`config.mk`:
```
export PLATFORM = sky130hd
export DESIGN_NAME = dl_shift_pipe_flat
export DESIGN_NICKNAME = d
export VERILOG_FILES = /design/src/rtl/dl_shift_pipe_pkg.sv /design/src/rtl/dl_shift_pipe_if.sv /design/src/rtl/dl_shift_pipe_stage.sv /design/src/rtl/dl_shift_pipe.sv /design/src/flat_wrapper.sv
export SDC_FILE = /design/constraint.sdc
export NUM_CORES = 1
export LEC_CHECK = 0
export CAP_MARGIN = 10
export CORE_UTILIZATION = 40
export DETAILED_ROUTE_END_ITERATION = 8
export PLACE_DENSITY_LB_ADDON = 0.05
export SKIP_CTS_REPAIR_TIMING = 1
export SLEW_MARGIN = 15
export SYNTH_ARGS = -nofsm -noshare
export SYNTH_HDL_FRONTEND = slang
export SYNTH_SLANG_ARGS = --single-unit
export TNS_END_PERCENT = 20
```
`constraint.sdc`:
```
create_clock -name clk -period 6.5 [get_ports clk]
set_input_delay 1.3 -clock clk [delete_from_list [all_inputs] [get_ports clk]]
set_output_delay 1.3 -clock clk [all_outputs]
set_load 0.03 [all_outputs]
```
`src/rtl/dl_shift_pipe_pkg.sv`:
```
// Shared types and helpers for the pipelined barrel shifter.
package dl_shift_pkg;

  typedef enum logic [1:0] {
    SLL = 2'b00,
    SRL = 2'b01,
    SRA = 2'b10,
    ROR = 2'b11
  } shift_op_e;

  // First mux level owned by stage s; earlier stages absorb the remainder.
  function automatic int level_lo(int s, int num_stages, int num_shift_bits);
    return (s * num_shift_bits + num_stages - 1) / num_stages;
  endfunction

endpackage

```
`src/rtl/dl_shift_pipe_if.sv`:
```
// Issue-side and result-side handshake bundle for dl_shift_pipe.
interface dl_shift_pipe_if #(
  parameter int NUM_BITS = 32,
  parameter int TAG_BITS = 4
);
  import dl_shift_pkg::*;

  localparam int NUM_SHIFT_BITS = $clog2(NUM_BITS);

  logic                      in_valid;
  logic                      in_ready;
  logic [NUM_BITS-1:0]       in_data;
  logic [NUM_SHIFT_BITS-1:0] in_shamt;
  shift_op_e                 in_op;
  logic [TAG_BITS-1:0]       in_tag;
  logic                      out_valid;
  logic                      out_ready;
  logic [NUM_BITS-1:0]       out_data;
  logic [TAG_BITS-1:0]       out_tag;

  modport slave (
    input  in_valid, in_data, in_shamt, in_op, in_tag, out_ready,
    output in_ready, out_valid, out_data, out_tag
  );

  modport master (
    output in_valid, in_data, in_shamt, in_op, in_tag, out_ready,
    input  in_ready, out_valid, out_data, out_tag
  );

endinterface

```
`src/rtl/dl_shift_pipe_stage.sv`:
```
// One pipeline stage: right-shift mux levels [LVL_LO, LVL_HI) followed by a register.
module dl_shift_stage
  import dl_shift_pkg::*;
#(
  parameter int NUM_BITS       = 32,
  parameter int NUM_SHIFT_BITS = 5,
  parameter int TAG_BITS       = 4,
  parameter int LVL_LO         = 0,
  parameter int LVL_HI         = 1,
  parameter bit RST_DATA       = 1'b0
) (
  input  logic                      clk,
  input  logic                      rst,
  input  logic                      vld_i,
  input  logic [NUM_BITS-1:0]       data_i,
  input  logic [NUM_SHIFT_BITS-1:0] shamt_i,
  input  shift_op_e                 op_i,
  input  logic [TAG_BITS-1:0]       tag_i,
  input  logic                      adv_next_i,
  output logic                      adv_o,
  output logic                      vld_o,
  output logic [NUM_BITS-1:0]       data_o,
  output logic [NUM_SHIFT_BITS-1:0] shamt_o,
  output shift_op_e                 op_o,
  output logic [TAG_BITS-1:0]       tag_o
);

  logic                      vld_q;
  logic [NUM_BITS-1:0]       data_q, data_d;
  logic [NUM_SHIFT_BITS-1:0] shamt_q;
  shift_op_e                 op_q;
  logic [TAG_BITS-1:0]       tag_q;

  // SLL arrives bit-reversed, so every op is a right shift here.
  function automatic logic [NUM_BITS-1:0] shift_levels(
    input logic [NUM_BITS-1:0]       d,
    input logic [NUM_SHIFT_BITS-1:0] sh,
    input shift_op_e                 op
  );
    logic [NUM_BITS-1:0] r;
    r = d;
    for (int k = LVL_LO; k < LVL_HI; k++) begin
      if (sh[k]) begin
        case (op)
          ROR:     r = (r >> (1 << k)) | (r << (NUM_BITS - (1 << k)));
          SRA:     r = $unsigned($signed(r) >>> (1 << k));
          default: r = r >> (1 << k);
        endcase
      end
    end
    return r;
  endfunction

  assign data_d = shift_levels(data_i, shamt_i, op_i);
  assign adv_o  = !vld_q || adv_next_i;

  always_ff @(posedge clk) begin
    if (rst) begin
      vld_q <= 1'b0;
    end else if (adv_o) begin
      vld_q <= vld_i;
    end
  end

  if (RST_DATA) begin : g_rst_data
    always_ff @(posedge clk) begin
      if (rst) begin
        data_q  <= '0;
        shamt_q <= '0;
        op_q    <= SLL;
        tag_q   <= '0;
      end else if (adv_o) begin
        data_q  <= data_d;
        shamt_q <= shamt_i;
        op_q    <= op_i;
        tag_q   <= tag_i;
      end
    end
  end else begin : g_no_rst_data
    always_ff @(posedge clk) begin
      if (adv_o) begin
        data_q  <= data_d;
        shamt_q <= shamt_i;
        op_q    <= op_i;
        tag_q   <= tag_i;
      end
    end
  end

  assign vld_o   = vld_q;
  assign data_o  = data_q;
  assign shamt_o = shamt_q;
  assign op_o    = op_q;
  assign tag_o   = tag_q;

endmodule

```
`src/rtl/dl_shift_pipe.sv`:
```
// Pipelined barrel shifter (SLL/SRL/SRA/ROR) with valid/ready on both sides and a sideband tag.
module dl_shift_pipe
  import dl_shift_pkg::*;
#(
  parameter int NUM_BITS   = 32,
  parameter int NUM_STAGES = 2,
  parameter int TAG_BITS   = 4
) (
  input  logic           clk,
  input  logic           rst,
  dl_shift_pipe_if.slave bus
);

  localparam int NUM_SHIFT_BITS = $clog2(NUM_BITS);

  function automatic logic [NUM_BITS-1:0] bit_rev(input logic [NUM_BITS-1:0] d);
    logic [NUM_BITS-1:0] r;
    for (int i = 0; i < NUM_BITS; i++) r[i] = d[NUM_BITS-1-i];
    return r;
  endfunction

  // Index 0 is the input side, index NUM_STAGES the output register of the last stage.
  logic                      vld_s   [0:NUM_STAGES];
  logic                      adv_s   [0:NUM_STAGES];
  logic [NUM_BITS-1:0]       data_s  [0:NUM_STAGES];
  logic [NUM_SHIFT_BITS-1:0] shamt_s [0:NUM_STAGES];
  shift_op_e                 op_s    [0:NUM_STAGES];
  logic [TAG_BITS-1:0]       tag_s   [0:NUM_STAGES];

  assign vld_s[0]   = bus.in_valid;
  assign data_s[0]  = (bus.in_op == SLL) ? bit_rev(bus.in_data) : bus.in_data;
  assign shamt_s[0] = bus.in_shamt;
  assign op_s[0]    = bus.in_op;
  assign tag_s[0]   = bus.in_tag;

  for (genvar s = 0; s < NUM_STAGES; s++) begin : g_stage
    dl_shift_stage #(
      .NUM_BITS      (NUM_BITS),
      .NUM_SHIFT_BITS(NUM_SHIFT_BITS),
      .TAG_BITS      (TAG_BITS),
      .LVL_LO        (level_lo(s, NUM_STAGES, NUM_SHIFT_BITS)),
      .LVL_HI        (level_lo(s + 1, NUM_STAGES, NUM_SHIFT_BITS)),
      .RST_DATA      (s == NUM_STAGES - 1)
    ) u_stage (
      .clk       (clk),
      .rst       (rst),
      .vld_i     (vld_s[s]),
      .data_i    (data_s[s]),
      .shamt_i   (shamt_s[s]),
      .op_i      (op_s[s]),
      .tag_i     (tag_s[s]),
      .adv_next_i(adv_s[s+1]),
      .adv_o     (adv_s[s]),
      .vld_o     (vld_s[s+1]),
      .data_o    (data_s[s+1]),
      .shamt_o   (shamt_s[s+1]),
      .op_o      (op_s[s+1]),
      .tag_o     (tag_s[s+1])
    );
  end

  assign adv_s[NUM_STAGES] = !vld_s[NUM_STAGES] || bus.out_ready;

  // Stall chain is combinational end to end; nothing is accepted while in reset.
  assign bus.in_ready  = adv_s[0] && !rst;
  assign bus.out_valid = vld_s[NUM_STAGES];
  assign bus.out_data  = (op_s[NUM_STAGES] == SLL) ? bit_rev(data_s[NUM_STAGES])
                                                   : data_s[NUM_STAGES];
  assign bus.out_tag   = tag_s[NUM_STAGES];

endmodule

```
`src/flat_wrapper.sv`:
```
// flat-port wrapper written by rule: the top's interface ports become plain ports
module dl_shift_pipe_flat import dl_shift_pkg::*;
#(
  parameter int NUM_BITS   = 32,
  parameter int NUM_STAGES = 2,
  parameter int TAG_BITS   = 4
)
  (clk, rst, bus_in_valid, bus_in_data, bus_in_shamt, bus_in_op, bus_in_tag, bus_out_ready, bus_in_ready, bus_out_valid, bus_out_data, bus_out_tag);
  dl_shift_pipe_if #(.NUM_BITS(NUM_BITS), .TAG_BITS(TAG_BITS)) bus_i ();
  input  logic clk;
  input  logic rst;
  input wire logic [$bits(bus_i.in_valid)-1:0] bus_in_valid;
  input wire logic [$bits(bus_i.in_data)-1:0] bus_in_data;
  input wire logic [$bits(bus_i.in_shamt)-1:0] bus_in_shamt;
  input wire logic [$bits(bus_i.in_op)-1:0] bus_in_op;
  input wire logic [$bits(bus_i.in_tag)-1:0] bus_in_tag;
  input wire logic [$bits(bus_i.out_ready)-1:0] bus_out_ready;
  output wire logic [$bits(bus_i.in_ready)-1:0] bus_in_ready;
  output wire logic [$bits(bus_i.out_valid)-1:0] bus_out_valid;
  output wire logic [$bits(bus_i.out_data)-1:0] bus_out_data;
  output wire logic [$bits(bus_i.out_tag)-1:0] bus_out_tag;
  assign bus_i.in_valid = bus_in_valid;
  assign bus_i.in_data = bus_in_data;
  assign bus_i.in_shamt = bus_in_shamt;
  assign bus_i.in_op = bus_in_op;
  assign bus_i.in_tag = bus_in_tag;
  assign bus_i.out_ready = bus_out_ready;
  assign bus_in_ready = bus_i.in_ready;
  assign bus_out_valid = bus_i.out_valid;
  assign bus_out_data = bus_i.out_data;
  assign bus_out_tag = bus_i.out_tag;
  dl_shift_pipe #(.NUM_BITS(NUM_BITS), .NUM_STAGES(NUM_STAGES), .TAG_BITS(TAG_BITS)) u_core (.clk(clk), .rst(rst), .bus(bus_i));
endmodule
```
[Word-level counts from Yosys, hierarchy flattened]
Index checks and enable logic that the tools add are counted.
Storage, ports and cells
  register bits after elaboration: 83
  bits in latches: 0
  bits in writable memories: 0
  ROM bits: 0
  bits of input ports: 47
  logic and storage cells: 39
  memories kept: 0
Operators by class
  $add $sub $neg: 0
  multipliers: 0
  div/mod/pow operators: 0
  magnitude comparators: 0
  eq/ne operators: 4
  shifts and indexed selects: 0
  muxes and demuxes: 12
  bitwise gates (word level): 5
  reductions and logical operators: 9
Operators by type and width (number)
  $pmux W32 S2: 5
  $mux W32: 7
  $or A16 B32 Y32: 1
  $or A24 B32 Y32: 1
  $or A28 B32 Y32: 1
  $or A30 B32 Y32: 1
  $or A31 B32 Y32: 1
  $eq A2 B2 Y1 const B: 4
  $logic_not A2 Y1: 2
  $logic_not A1 Y1: 3
  $logic_or A1 B1 Y1: 3
  $logic_and A1 B1 Y1: 1

[Logic depth before layout (Yosys ltp)]
  word-level depth: 11
  depth in mapped cells: 8
  gate-level depth less buffers: 5

[Cells and area by module]
A second synthesis with hierarchy kept.
Second synthesis, totals
  cells, all modules: 570
  area, all modules: 6017.0 um2
Modules (own cells, without submodules)
  dl_shift_stage (u_core.g_stage[1].u_stage): instances 1, cells an instance 265, area an instance 2620.0 um2, seq. area each 880.8 um2
  dl_shift_stage (u_core.g_stage[0].u_stage): instances 1, cells an instance 231, area an instance 2543.7 um2, seq. area each 1311.3 um2
  dl_shift_pipe: instances 1, cells an instance 74, area an instance 853.3 um2, seq. area each 0.0 um2

[Worst setup path before layout]
No wires, ideal clock.
  path kind: input to output
  start: input port bus_out_ready
  end: output port bus_in_ready
  data arrival time: 2.172 ns
  data required time: 5.200 ns
  slack: 3.028 ns
  stages on the path: 4
  path buffers: 2
  cells stage by stage: nor2b_1 clkbuf_1 clkbuf_1 a21oi_1
On the way
  cells in the longest elaborated chain, start to end: 4
RTL lines
  from (decl): line flat_wrapper.sv:17  | input wire logic [$bits(bus_i.out_ready)-1:0] bus_out_ready;
  $logic_or A1 B1 Y1: line dl_shift_pipe.sv:62  | assign adv_s[NUM_STAGES] = !vld_s[NUM_STAGES] || bus.out_ready;
  $logic_or A1 B1 Y1 (2 in a row): line dl_shift_pipe_stage.sv:55  | assign adv_o = !vld_q || adv_next_i;
  $logic_and A1 B1 Y1: line dl_shift_pipe.sv:65  | assign bus.in_ready = adv_s[0] && !rst;
  to (decl): line flat_wrapper.sv:18  | output wire logic [$bits(bus_i.in_ready)-1:0] bus_in_ready;
Every way passes these cells.

[Worst setup path in the final report]
Same ends and word-level chain as after synthesis.

==> flow_metrics.env <==
export IMPL_wl_met2_um=6861
export IMPL_start_util=0.4127
export IMPL_p_total_mw=1.625
export IMPL_routed_wl_um=14290
export IMPL_wl_per_cell_um=17.96
export IMPL_synth_warnings=0
export IMPL_slew_violations=0
export IMPL_cts_buffers=9
export IMPL_clkTransAtPathRegs_ps=60
export IMPL_clockBufferDepth=2
export IMPL_r2r_start="u_core.g_stage[0].u_stage.op_o[0]"
export IMPL_pre_cts_slack_ps=2245
export IMPL_post_route_drc_count=0
export IMPL_synth_top_cell_area_share=0.2189
export IMPL_power_density_nw_per_um2=243.3
export IMPL_finalSetupViolations=0
export IMPL_syn_avg_cell_area_um2=9.780
export IMPL_final_nets=662
export IMPL_cts_htree_levels=3
export IMPL_worstPathArrival_ps=2950
export IMPL_die_w_um=119.1
export IMPL_yosys_top_cells_count="mux2i_1, nand2_1, a21oi_1"
export IMPL_clock_skew_ps=5.005
export IMPL_ant_nets=0
export IMPL_pin_count=85
export IMPL_netlist_cell_type_count=45
export IMPL_max_slew_worst_pin_slew_ps=912.3
export IMPL_finalHoldViolCount=0
export IMPL_synth_cells=561
export IMPL_power_leakage_nw=2.572
export IMPL_die_h_um=119.1
export IMPL_grt_ovfl_total=0
export IMPL_numClockSinks=80
export IMPL_first_pass_iters=6
export IMPL_cp_max_fo=41
export IMPL_fin_cells=796
export IMPL_grt_pass1_wl_um=23050
export IMPL_slowest_delay_ps=680
export IMPL_cp_common_cell="clkdlybuf4s50_1"
export IMPL_max_slew_margin=0.3911
export IMPL_maxCapViolations=0
export IMPL_layout_min_cycle_time_ps=4247
export IMPL_synth_enable_flop_cells=40
export IMPL_vdd_drop_max_mv=0.1059
export IMPL_hp_class="reg2reg"
export IMPL_globalRouteTotalUtil=0.2068
export IMPL_synthesis_nets=608
export IMPL_drive_gt1_frac=0.1371
export IMPL_grt_pass1_vias=4261
export IMPL_diodes=0
export IMPL_num_rows=42
export IMPL_ys_ff_latch=80
export IMPL_critPathRequiredTime_ps=5200
export IMPL_crit_slowest_cell="clkdlybuf4s50_1"
export IMPL_synth_most_common_cell="mux2i_1"
export IMPL_max_freq_mhz=235.4
export IMPL_io_buffer_count=84
export IMPL_period_share=0.6534
export IMPL_viasPerCell=5.651
export IMPL_rsz0062_at_grt="no"
export IMPL_placed_cells=780
export IMPL_wl_met3_um=508
export IMPL_finalSetupTns_ps=0
export IMPL_gp_congestion=0.8621
export IMPL_area_growth_syn_to_layout_pct=21.69
export IMPL_routed_top_layer="met4"
export IMPL_outcome="completed"
export IMPL_grt_max_degree=43
export IMPL_setup_slack_ps=2253
export IMPL_hpwlAfterDp_um=10860
export IMPL_core_area_um2=13300
export IMPL_wl_met1_um=6659
export IMPL_nFillCells=1268
export IMPL_hp_start="u_core.g_stage[1].u_stage.tag_o[0]"
export IMPL_worst_setup_path_start_kind="input pin"
export IMPL_critPathLaunch="bus_out_ready"
export IMPL_netlist_area_um2=5487
export IMPL_worstSkewPairLatency_ps=330
export IMPL_vias=4498
export IMPL_die_area_um2=14190
export IMPL_async_flop_share=0
export IMPL_crit_type="in2out"
export IMPL_cts_root_buf="clkbuf_16"
export IMPL_crit_chain="clkdlybuf4s50_1, nor2b_2, buf_4, a21oi_1, clkdlybuf4s50_1"
export IMPL_worstSetupEndpointType="output pin"
export IMPL_yosysSeqAreaShare=0.3649
export IMPL_antenna_found_initial=0
export IMPL_yosys_top_cells_area="edfxtp_1, mux2i_1, dfxtp_1"
export IMPL_cts_tree="built"
export IMPL_yosysTopAreaCell="edfxtp_1"
export IMPL_first_iter_violations=366
export IMPL_dominantRegCellSynth="edfxtp_1"
[report_power, final]
group | internal, mW | switching, mW | total, mW | leakage, nW
clock network | 0.347 | 0.188 | 0.535 | 0.164
logic | 0.207 | 0.244 | 0.451 | 1.65
registers | 0.592 | 0.0460 | 0.639 | 0.757
[final timing paths]
| check | endpoint | slack [ps] | cells after the start |
|---|---|---|---|
| setup / recovery | bus_in_ready | 2250 | 5 |
| hold / removal | u_core.g_stage[1].u_stage.tag_o[0] | 460 | 2 |
| hold reg to reg | u_core.g_stage[1].u_stage.tag_o[0] | 460 | 2 |
| setup reg to reg | u_core.g_stage[1].u_stage.data_o[19] | 4320 | 5 |
[sequential cells by signal (all words and copies together) (netlist names)]
register,count
u_core.g_stage.u_stage.data_o,64
u_core.g_stage.u_stage.op_o,4
u_core.g_stage.u_stage.shamt_o,2
u_core.g_stage.u_stage.tag_o,8
u_core.g_stage.u_stage.vld_o,2
[per-layer routing]
layer / global-route usage / up-vias
li1: - / 2226
met1: 0.2684 / 2122
met4: 0.07120 / 0
met3: 0.03352 / 22
met2: 0.3474 / 128
met5: 0 / -
[placed cells by master, fill, tap and decap left out, drive strengths merged, types with 14 or more instances in the layout]
| cell type | count |
|---|---|
| nor2 | 32 |
| mux2i | 82 |
| mux4 | 14 |
| a21oi | 61 |
| nand2 | 79 |
| a22oi | 14 |
| mux2 | 45 |
| clkdlybuf4s50 | 84 |
| edfxtp | 40 |
| dfxtp | 40 |
[kinds of logic (layout without fill, tap and decap cells)]
group,after synthesis,count (layout),share of synthesized area
xor gates and xnor gates,1,1,0.001597
muxes,141,141,0.3049
and+or+nand+nor,147,147,0.1190
DFF,80,80,0.3649
buffers and inverters,55,114,0.05268
AOI/OAI and AO/OA,137,137,0.1569
[critical path, delay by kind of cell]
family / cells / cell delay (ps)
AOI/OAI and AO/OA: 1 / 190
buffers and inverters: 3 / 1410
and+or+nand+nor: 1 / 40
[per-stage QoR]
stage	instance area (um^2)	hold slack (ps)	utilization
6_report	6676	460.0	0.5022
5_1_grt	6676	489.5	0.5022
4_1_cts	6676	461.9	0.5022
3_5_place_dp	6346	454.8	0.4773
3_3_place_gp	6346	442.7	0.4773
2_1_floorplan	5487	431.9	-
[cell type report]
| type | count | area [um^2] | area share |
|---|---|---|---|
| clock buffers | 12 | 282.8 | 0.04235 |
| clock inverters | 4 | 47.55 | 0.007121 |
| inverters | 6 | 22.52 | 0.003373 |
| multi-input cells | 426 | 3201 | 0.4794 |
| flip-flops and latches | 80 | 2002 | 0.2999 |
| well taps | 176 | 220.2 | 0.03298 |
| repair buffers | 92 | 900.9 | 0.1349 |
No activity file was read; power rests on OpenSTA's default activity.
